<file path="config.mk">
export PLATFORM = sky130hd
export DESIGN_NAME = mult_arbiter
export DESIGN_NICKNAME = d
export VERILOG_FILES = /design/src/rtl/mult_arbiter.sv
export SDC_FILE = /design/constraint.sdc
export NUM_CORES = 1
export LEC_CHECK = 0
export BUFFER_PORTS_ARGS = -buffer_cell sky130_fd_sc_hd__buf_4
export CAP_MARGIN = 20
export CORE_ASPECT_RATIO = 1.1
export CORE_MARGIN = 2
export CORE_UTILIZATION = 45
export DETAILED_ROUTE_END_ITERATION = 16
export PLACE_DENSITY = 0.9
export REMOVE_ABC_BUFFERS = 1
export SLEW_MARGIN = 10
export SYNTH_ARGS = -nofsm -noshare
export SYNTH_HDL_FRONTEND = slang
export SYNTH_SLANG_ARGS = --single-unit
</file>
<file path="constraint.sdc">
create_clock -name clk -period 5.7 [get_ports clk]
set_input_delay 0.285 -clock clk [delete_from_list [all_inputs] [get_ports clk]]
set_output_delay 0.285 -clock clk [all_outputs]
set_load 0.005 [all_outputs]
</file>
<file path="src/rtl/mult_arbiter.sv">
// mult_arbiter: round-robin front end that shares one pipelined multiplier
// among NUM_REQ requesters and routes each product back to its issuer.
//
// Ports
//   clk, reset              single clock, synchronous active-high reset
//   req_valid[NUM_REQ]      per-requester operation request
//   req_a, req_b            packed operands, requester i at [i*WIDTH +: WIDTH]
//   req_ready[NUM_REQ]      one-hot grant (combinational)
//   resp_valid[NUM_REQ]     one-hot product-return strobe (registered)
//   resp_data[2*WIDTH]      product for the flagged requester (registered)
//   mul_enable              shared multiplier enable (high out of reset)
//   mul_dataa, mul_datab    operands to the shared multiplier
//   mul_res[2*WIDTH]        product from the shared multiplier, PIPE_DEPTH later
//   inflight                operations issued and not yet returned
//   idle                    nothing in flight and nothing requested
module mult_arbiter #(
    parameter int WIDTH      = 8,
    parameter int NUM_REQ    = 4,
    parameter int PIPE_DEPTH = 5,
    localparam int IDXW      = $clog2(NUM_REQ),
    localparam int CNTW      = $clog2(PIPE_DEPTH + 1)
) (
    input  logic                       clk,
    input  logic                       reset,
    input  logic [NUM_REQ-1:0]         req_valid,
    input  logic [NUM_REQ*WIDTH-1:0]   req_a,
    input  logic [NUM_REQ*WIDTH-1:0]   req_b,
    output logic [NUM_REQ-1:0]         req_ready,
    output logic [NUM_REQ-1:0]         resp_valid,
    output logic [2*WIDTH-1:0]         resp_data,
    output logic                       mul_enable,
    output logic [WIDTH-1:0]           mul_dataa,
    output logic [WIDTH-1:0]           mul_datab,
    input  logic [2*WIDTH-1:0]         mul_res,
    output logic [CNTW-1:0]            inflight,
    output logic                       idle
);

    logic [IDXW-1:0]                  ptr;
    logic [IDXW-1:0]                  gnt_idx;
    logic                             accept;

    // Tag pipeline tracks which requester owns each multiplier stage.
    logic [PIPE_DEPTH-1:0]            vld_pipe;
    logic [PIPE_DEPTH-1:0][IDXW-1:0]  idx_pipe;
    logic                             ret;
    logic [IDXW-1:0]                  ret_idx;

    assign ret     = vld_pipe[PIPE_DEPTH-1];
    assign ret_idx = idx_pipe[PIPE_DEPTH-1];

    // Round-robin search starting at ptr, wrapping modulo NUM_REQ.
    always_comb begin
        int cand;
        accept    = 1'b0;
        gnt_idx   = '0;
        req_ready = '0;
        cand      = 0;
        for (int off = 0; off < NUM_REQ; off++) begin
            cand = int'(ptr) + off;
            if (cand >= NUM_REQ) cand = cand - NUM_REQ;
            if (!accept && req_valid[cand]) begin
                accept  = 1'b1;
                gnt_idx = IDXW'(cand);
            end
        end
        if (reset) accept = 1'b0;
        if (accept) req_ready[gnt_idx] = 1'b1;
    end

    // Operands are zeroed when nothing is granted so the multiplier never
    // sees stale data from an idle requester.
    assign mul_enable = ~reset;
    assign mul_dataa  = accept ? req_a[gnt_idx*WIDTH +: WIDTH] : '0;
    assign mul_datab  = accept ? req_b[gnt_idx*WIDTH +: WIDTH] : '0;

    assign idle = (inflight == '0) && (req_valid == '0);

    always_ff @(posedge clk) begin
        if (reset) begin
            ptr        <= '0;
            vld_pipe   <= '0;
            idx_pipe   <= '0;
            resp_valid <= '0;
            resp_data  <= '0;
            inflight   <= '0;
        end else begin
            if (accept)
                ptr <= (int'(gnt_idx) == NUM_REQ - 1) ? '0 : gnt_idx + 1'b1;

            // Advances every cycle; the multiplier has the same fixed latency.
            vld_pipe[0] <= accept;
            idx_pipe[0] <= gnt_idx;
            for (int s = 1; s < PIPE_DEPTH; s++) begin
                vld_pipe[s] <= vld_pipe[s-1];
                idx_pipe[s] <= idx_pipe[s-1];
            end

            resp_valid <= '0;
            if (ret) begin
                resp_valid[ret_idx] <= 1'b1;
                resp_data           <= mul_res;
            end

            case ({accept, ret})
                2'b10:   inflight <= inflight + CNTW'(1);
                2'b01:   inflight <= inflight - CNTW'(1);
                default: inflight <= inflight;
            endcase
        end
    end

endmodule

</file>
## After elaboration in Yosys (flattened, before gate mapping)

Cells that the tools add are included.

| storage, ports and cells | value |
|---|---|
| input bits | 86 |
| bits in registers | 40 |

| cells by class | value |
|---|---|
| $lt $le $gt $ge | 12 |
| bitwise operators | 2 |
| $add $sub $neg | 10 |
| equal/unequal tests | 3 |
| shift operators | 2 |
| muxes and demuxes | 34 |
| reductions and logical operators | 13 |

Operator list:

| operator | number |
|---|---|
| 32-bit by 4-bit less-than comparator with 1-bit output (second input constant) | 4 |
| 32-bit 2-to-1 mux | 4 |
| 32-bit by 6-bit variable part select with 8-bit output | 2 |
| 8-bit 2-to-1 mux | 2 |
| 1-bit 2-to-1 mux | 15 |
| 3-bit by 3-bit subtractor with 4-bit output (second input constant) | 3 |
| 2-bit 2-to-1 mux | 5 |
| 3-bit >= comparator (second input constant) | 3 |
| 1-bit binary-select mux with 2-bit select | 4 |
| 2-bit by 2-bit adder with 3-bit output (second input constant) | 2 |
| 1-bit logical AND | 6 |
| 2-bit by 3-bit less-than comparator with 1-bit output (second input constant) | 2 |
| 3-bit case mux with 2 select lines | 1 |
| 1-bit demux with 2-bit select | 2 |
| 2-bit by 1-bit equality test with 1-bit output (second input constant) | 2 |
| 2-bit by 1-bit >= comparator with 1-bit output (second input constant) | 2 |
| 4-bit logical NOT | 1 |
| 4-bit 2-to-1 mux | 1 |
| 2-bit by 3-bit subtractor with 4-bit output (second input constant) | 1 |
| 2-bit by 1-bit adder with 3-bit output (second input constant) | 1 |
| 3-bit by 1-bit adder with 3-bit output (second input constant) | 1 |
| 2-bit by 3-bit >= comparator with 1-bit output (second input constant) | 1 |
| 1-bit logical NOT | 3 |
| 3-bit logical NOT | 1 |
| other kinds (6) | 7 |

## Longest topological paths before layout

| depth | value |
|---|---|
| word-level depth | 20 |
| gate-level depth with buffers | 10 |
| gate-level depth less buffers | 9 |

## Least setup slack after synthesis

Ideal clock, no wire load.

| path | value |
|---|---|
| path kind | input to register |
| start point | input req_valid[2] |
| end point | register inflight[2] |
| path slack | 3539 ps |
| arrival | 2090 ps |
| required time | 5629 ps |
| setup time | 71 ps |
| path buffers | 0 |
| stages | 9 |
| path through | nor4_2 > nor2_2 > inv_1 > ha_1 > inv_1 > fa_1 > xor2_1 > or3_1 > a21oi_1 |

| on the way | value |
|---|---|
| word-level cells in the longest chain between the ends | 16 |

Ends and longest elaborated chain:

| item | RTL line | text |
|---|---|---|
| from (decl) | 25 | `input logic [NUM_REQ-1:0] req_valid,` |
| 1-bit binary-select mux with 2-bit select | 62 | `if (!accept && req_valid[cand]) begin` |
| 1-bit 2-to-1 mux (not written as such) (2 in series) | 62 |  |
| 1-bit 2-to-1 mux | 62 |  |
| 1-bit logical NOT | 62 |  |
| 1-bit logical AND | 62 |  |
| 1-bit 2-to-1 mux | 62 |  |
| 1-bit logical NOT | 62 |  |
| 1-bit logical AND | 62 |  |
| 1-bit 2-to-1 mux | 62 |  |
| 1-bit logical NOT | 62 |  |
| 1-bit logical AND | 62 |  |
| 1-bit 2-to-1 mux * | 62 |  |
| 1-bit 2-to-1 mux * | 67 | `if (reset) accept = 1'b0;` |
| 2-bit by 1-bit equality test with 1-bit output / 2-bit equality test (equally long branches) | 105 | `case ({accept, ret})` |
| 3-bit case mux with 2 select lines / 2-bit nonzero test (equally long branches) | -- |  |
| to (signal assigned) | 106 | `2'b10: inflight <= inflight + CNTW'(1);` |
| to (signal assigned) | 107 | `2'b01: inflight <= inflight - CNTW'(1);` |
| to (signal assigned) | 108 | `default: inflight <= inflight;` |
| to (decl) | 35 | `output logic [CNTW-1:0] inflight,` |

Every way passes the cells marked *; elsewhere a longest branch is shown, timed or not. The select of a mux whose other input is x is not followed.
A chain may end at the register's enable or synchronous reset.

## Worst setup path in the final report

| path | value |
|---|---|
| start point | register ptr[0] |
| end point | output req_ready[3] |

| on the way | value |
|---|---|
| word-level cells in the longest chain between the ends | 20 |

Ends and longest elaborated chain:

| item | RTL line | text |
|---|---|---|
| from (decl) | 39 | `logic [IDXW-1:0] ptr;` |
| from (signal assigned) | 89 | `ptr <= (int'(gnt_idx) == NUM_REQ - 1) ? '0 : gnt_idx + 1'b1;` |
| parallel branches: the longest is 14 deep, another holds 3-bit by 3-bit subtractor with 4-bit output | -- |  |
| 2-bit 2-to-1 mux * | 62 |  |
| net gnt_idx[0] | 40 | `logic [IDXW-1:0] gnt_idx;` |
| 2-bit by 3-bit less-than comparator with 1-bit output (not written as such) / 2-bit by 1-bit >= comparator with 1-bit output (equally long branches) | 68 | `if (accept) req_ready[gnt_idx] = 1'b1;` |
| 1-bit logical AND (not written as such) | 68 |  |
| 1-bit 2-to-1 mux (not written as such) | 68 |  |
| 1-bit demux with 2-bit select * | 68 |  |
| 4-bit 2-to-1 mux * | 68 |  |
| to (decl) | 28 | `output logic [NUM_REQ-1:0] req_ready,` |

Mark *: on every way through the listed nets, which the timed path passes. The select of a mux whose other input is x is not followed.

==> metrics.cfg <==
[timing]
unrepaired_setup_endpoints_after_global_routing=no
final_hold_viol_count=0
max_freq_mhz=370
post-route-period-util_pct=47.4
slew-limit-headroom_pct=34.6
final_setup_slack_of_the_worst_path_ps=3000
timing.final.setup_violations=0
worstMarginPinSlew_ps=979
totalNegativeSetupSlack_ps=0
clock-skew-final_ps=5.12
fin_crit_ps=2700
final-max-slew-violation-count=0

[clock_network]
insertion_delay_ps=280
cts_buffer_depth=2
cts.sinks=40
postCtsSetupBuffers=0
ctsHoldBuffers=0
clock_h_tree_levels=2
clock_tree_from_tritoncts=yes
cts.clk_slew.worst_paths_ps=70
clk_root_buf=sky130_fd_sc_hd__clkbuf_8
cts-resized-gates=0
numCtsBuffers=5

[route]
drt_pass1_iterations=4
num_vias=1928
drt-vias-per-instance=5.05
drt_iter0_drc=57
totalWireLength_microns=5250
drt_drc_violations_left=0
route.detailed.wl_per_inst_microns=13.8
final_antenna_net_count=0

[setup_path]
path_delay_family=compound AO/OA/AOI/OAI gates
cell_chain_critical_path=nand2b_1, a21oi_1, a211o_2, inv_1, ha_1, and2_1, buf_4
critical_path.startpoint_type=flip-flop
path_max_fanout=36
crit_type=reg2out
cp_data_arrival_time_ps=2420
timing.critical_path.required_ps=5410
crit_path_max_incr_delay_ps=730
endpoint_kind=primary output
crit_slowest_cell=sky130_fd_sc_hd__a211o_2
worst-path-buf-inv=2

[synthesis]
synth_sequential_area_ratio_pct=40.5
synthDistinctLibCells=30
synth_enable_flop_cells=0
post_synthesis_cell_area_sq_um=1980
synthCells=202
yosys_warnings=0
yosys_most_used_dff=sky130_fd_sc_hd__dfxtp_1
asyncSetResetFlopFracSynth_pct=0
synth_area_per_cell_sq_um=9.78
synth.ff_latch_count=40

[floorplanning]
die_area_sq_um=4940
core_area_sq_um=4250
chipWidth_microns=67.2
num_io_pins=131
floorplan.rows=25
die_y_microns=73.5
floorplan.initialDensity_pct=46.4

[placement]
gpl.final_weighted_congestion=0.752
placedCellCount=374
buffers_on_ports=130
hpwl_after_detailed_placement_microns=4240
dp_worst_setup_slack_ps=3170

[grt]
number_of_antenna_violations_at_the_first_check_in_global_routing=0
gr-usage-met3_pct=6.58
grt_util_met2_pct=40.0
grt_pass1_wl_microns=7940
pin_count_of_the_biggest_net_entering_global_routing=38
grt_remaining_overflow=0
fraction_of_met1_tracks_used_by_global_routing_pct=20.0
grt_use_total_pct=21.0
first_global_vias=1927
gr-max-usage-layer=met2

[layout]
areaGrowthSynthToFinish_pct=54.2
layoutNonFillerInstCount=382
filler_cell_count=330
final_layout_size_suffix_gt1_share_pct=43.9
nNetsFinal=419
layout.cells.most_common=sky130_fd_sc_hd__buf_4
antenna_cells_inserted=0
mostFrequentLayoutCells=sky130_fd_sc_hd__buf_4 (130), sky130_fd_sc_hd__mux2i_1 (49), sky130_fd_sc_hd__dfxtp_1 (40)

[power]
cellPowerDensity_nw_per_um2=254
total_leakage_power_nw=1.53
worst_ir_drop_vdd_mv=0.113

[run_status]
outcome=finished clean

[flow_run]
timing.max_cap.violations=0

[hold_path]
min_path_type=in2reg

cell usage after synthesis, types with 2 or more instances:
master	number	share of area, %
sky130_fd_sc_hd__buf_1	2	0.38
sky130_fd_sc_hd__mux2i_1	49	25
sky130_fd_sc_hd__a21oi_1	6	1.5
sky130_fd_sc_hd__and2_1	4	1.3
sky130_fd_sc_hd__buf_2	2	0.51
sky130_fd_sc_hd__buf_4	2	0.76
sky130_fd_sc_hd__inv_1	11	2.1
sky130_fd_sc_hd__o22ai_1	17	5.4
sky130_fd_sc_hd__nand2_2	2	0.63
sky130_fd_sc_hd__nor3b_1	2	0.76
sky130_fd_sc_hd__dfxtp_1	40	41
sky130_fd_sc_hd__ha_1	5	3.2
sky130_fd_sc_hd__nand2b_1	2	0.63
sky130_fd_sc_hd__nor2_1	25	4.7
sky130_fd_sc_hd__nor2b_1	13	4.1
sky130_fd_sc_hd__buf_6	4	2.3
sky130_fd_sc_hd__xor2_1	2	0.89
sky130_fd_sc_hd__clkbuf_1	2	0.38
cell type report:
class	instances	area, sq um	area share [%]
multi-input cells	139	1050	34.5
repair buffers	130	976	32.0
flip-flops and latches	40	801	26.3
clock inverters	3	42.5	1.40
clock buffers	5	68.8	2.26
well taps	54	67.6	2.22
inverters	11	41.3	1.36
power breakdown:
group	total, mW	switching (mW)	internal [mW]
clock	0.223	0.0936	0.129
combinational	0.250	0.110	0.140
sequential	0.301	0.00892	0.292
total	0.774	0.212	0.562
cells by family after synthesis:
| kind of cell | Yosys count | synth area share (%) |
|---|---|---|
| and+or+nand+nor | 57 | 15.6 |
| muxes | 49 | 24.8 |
| DFF | 40 | 40.5 |
| AOI/OAI and AO/OA | 25 | 7.60 |
| buffers and inverters | 23 | 6.40 |
| adders and majority gates | 6 | 4.18 |
| xor gates and xnor gates | 2 | 0.887 |
sequential cells by signal, summed over array words and instances, names as in the netlist:
| register | flops |
|---|---|
| inflight | 3 |
| vld_pipe | 5 |
| ptr | 2 |
| ret_idx | 2 |
| idx_pipe | 8 |
| resp_data | 16 |
| resp_valid | 4 |
metrics by stage:
stage                     hold slack, ps  cell area (sq um)  utilization [%]  power [mW]
after floorplan                      354               1890                -       0.440
after global placement               418               2940             69.0       0.549
after detailed placement             426               2940             69.0       0.559
after CTS                            230               3050             71.6       0.781
after global routing                 243               3050             71.6       0.818
final                                239               3050             71.6       0.774
final timing paths:
check | from | end | slack (ps) | cells past startpoint
worst min-delay path | mul_res[8] | resp_data[8] | 240 | 3
worst max register to register | vld_pipe[4] | inflight[2] | 3280 | 6
worst max-delay path | ptr[0] | req_ready[3] | 3000 | 7
worst min register to register | idx_pipe[2] | idx_pipe[4] | 440 | 1
metal layers:
| metal | vias to the layer above | share of wire (%) |
|---|---|---|
| met1 | 866 | 35 |
| met3 | 13 | 10 |
| li1 | 942 | - |
| met2 | 107 | 53 |
| met5 | - | 0 |
| met4 | 0 | 2.4 |
worst min-delay path: stages:
cell and delay (ps):
sky130_fd_sc_hd__buf_4 80, sky130_fd_sc_hd__mux2i_1 50, sky130_fd_sc_hd__nor2_1 70
No activity file was read; power rests on OpenSTA's default activity.
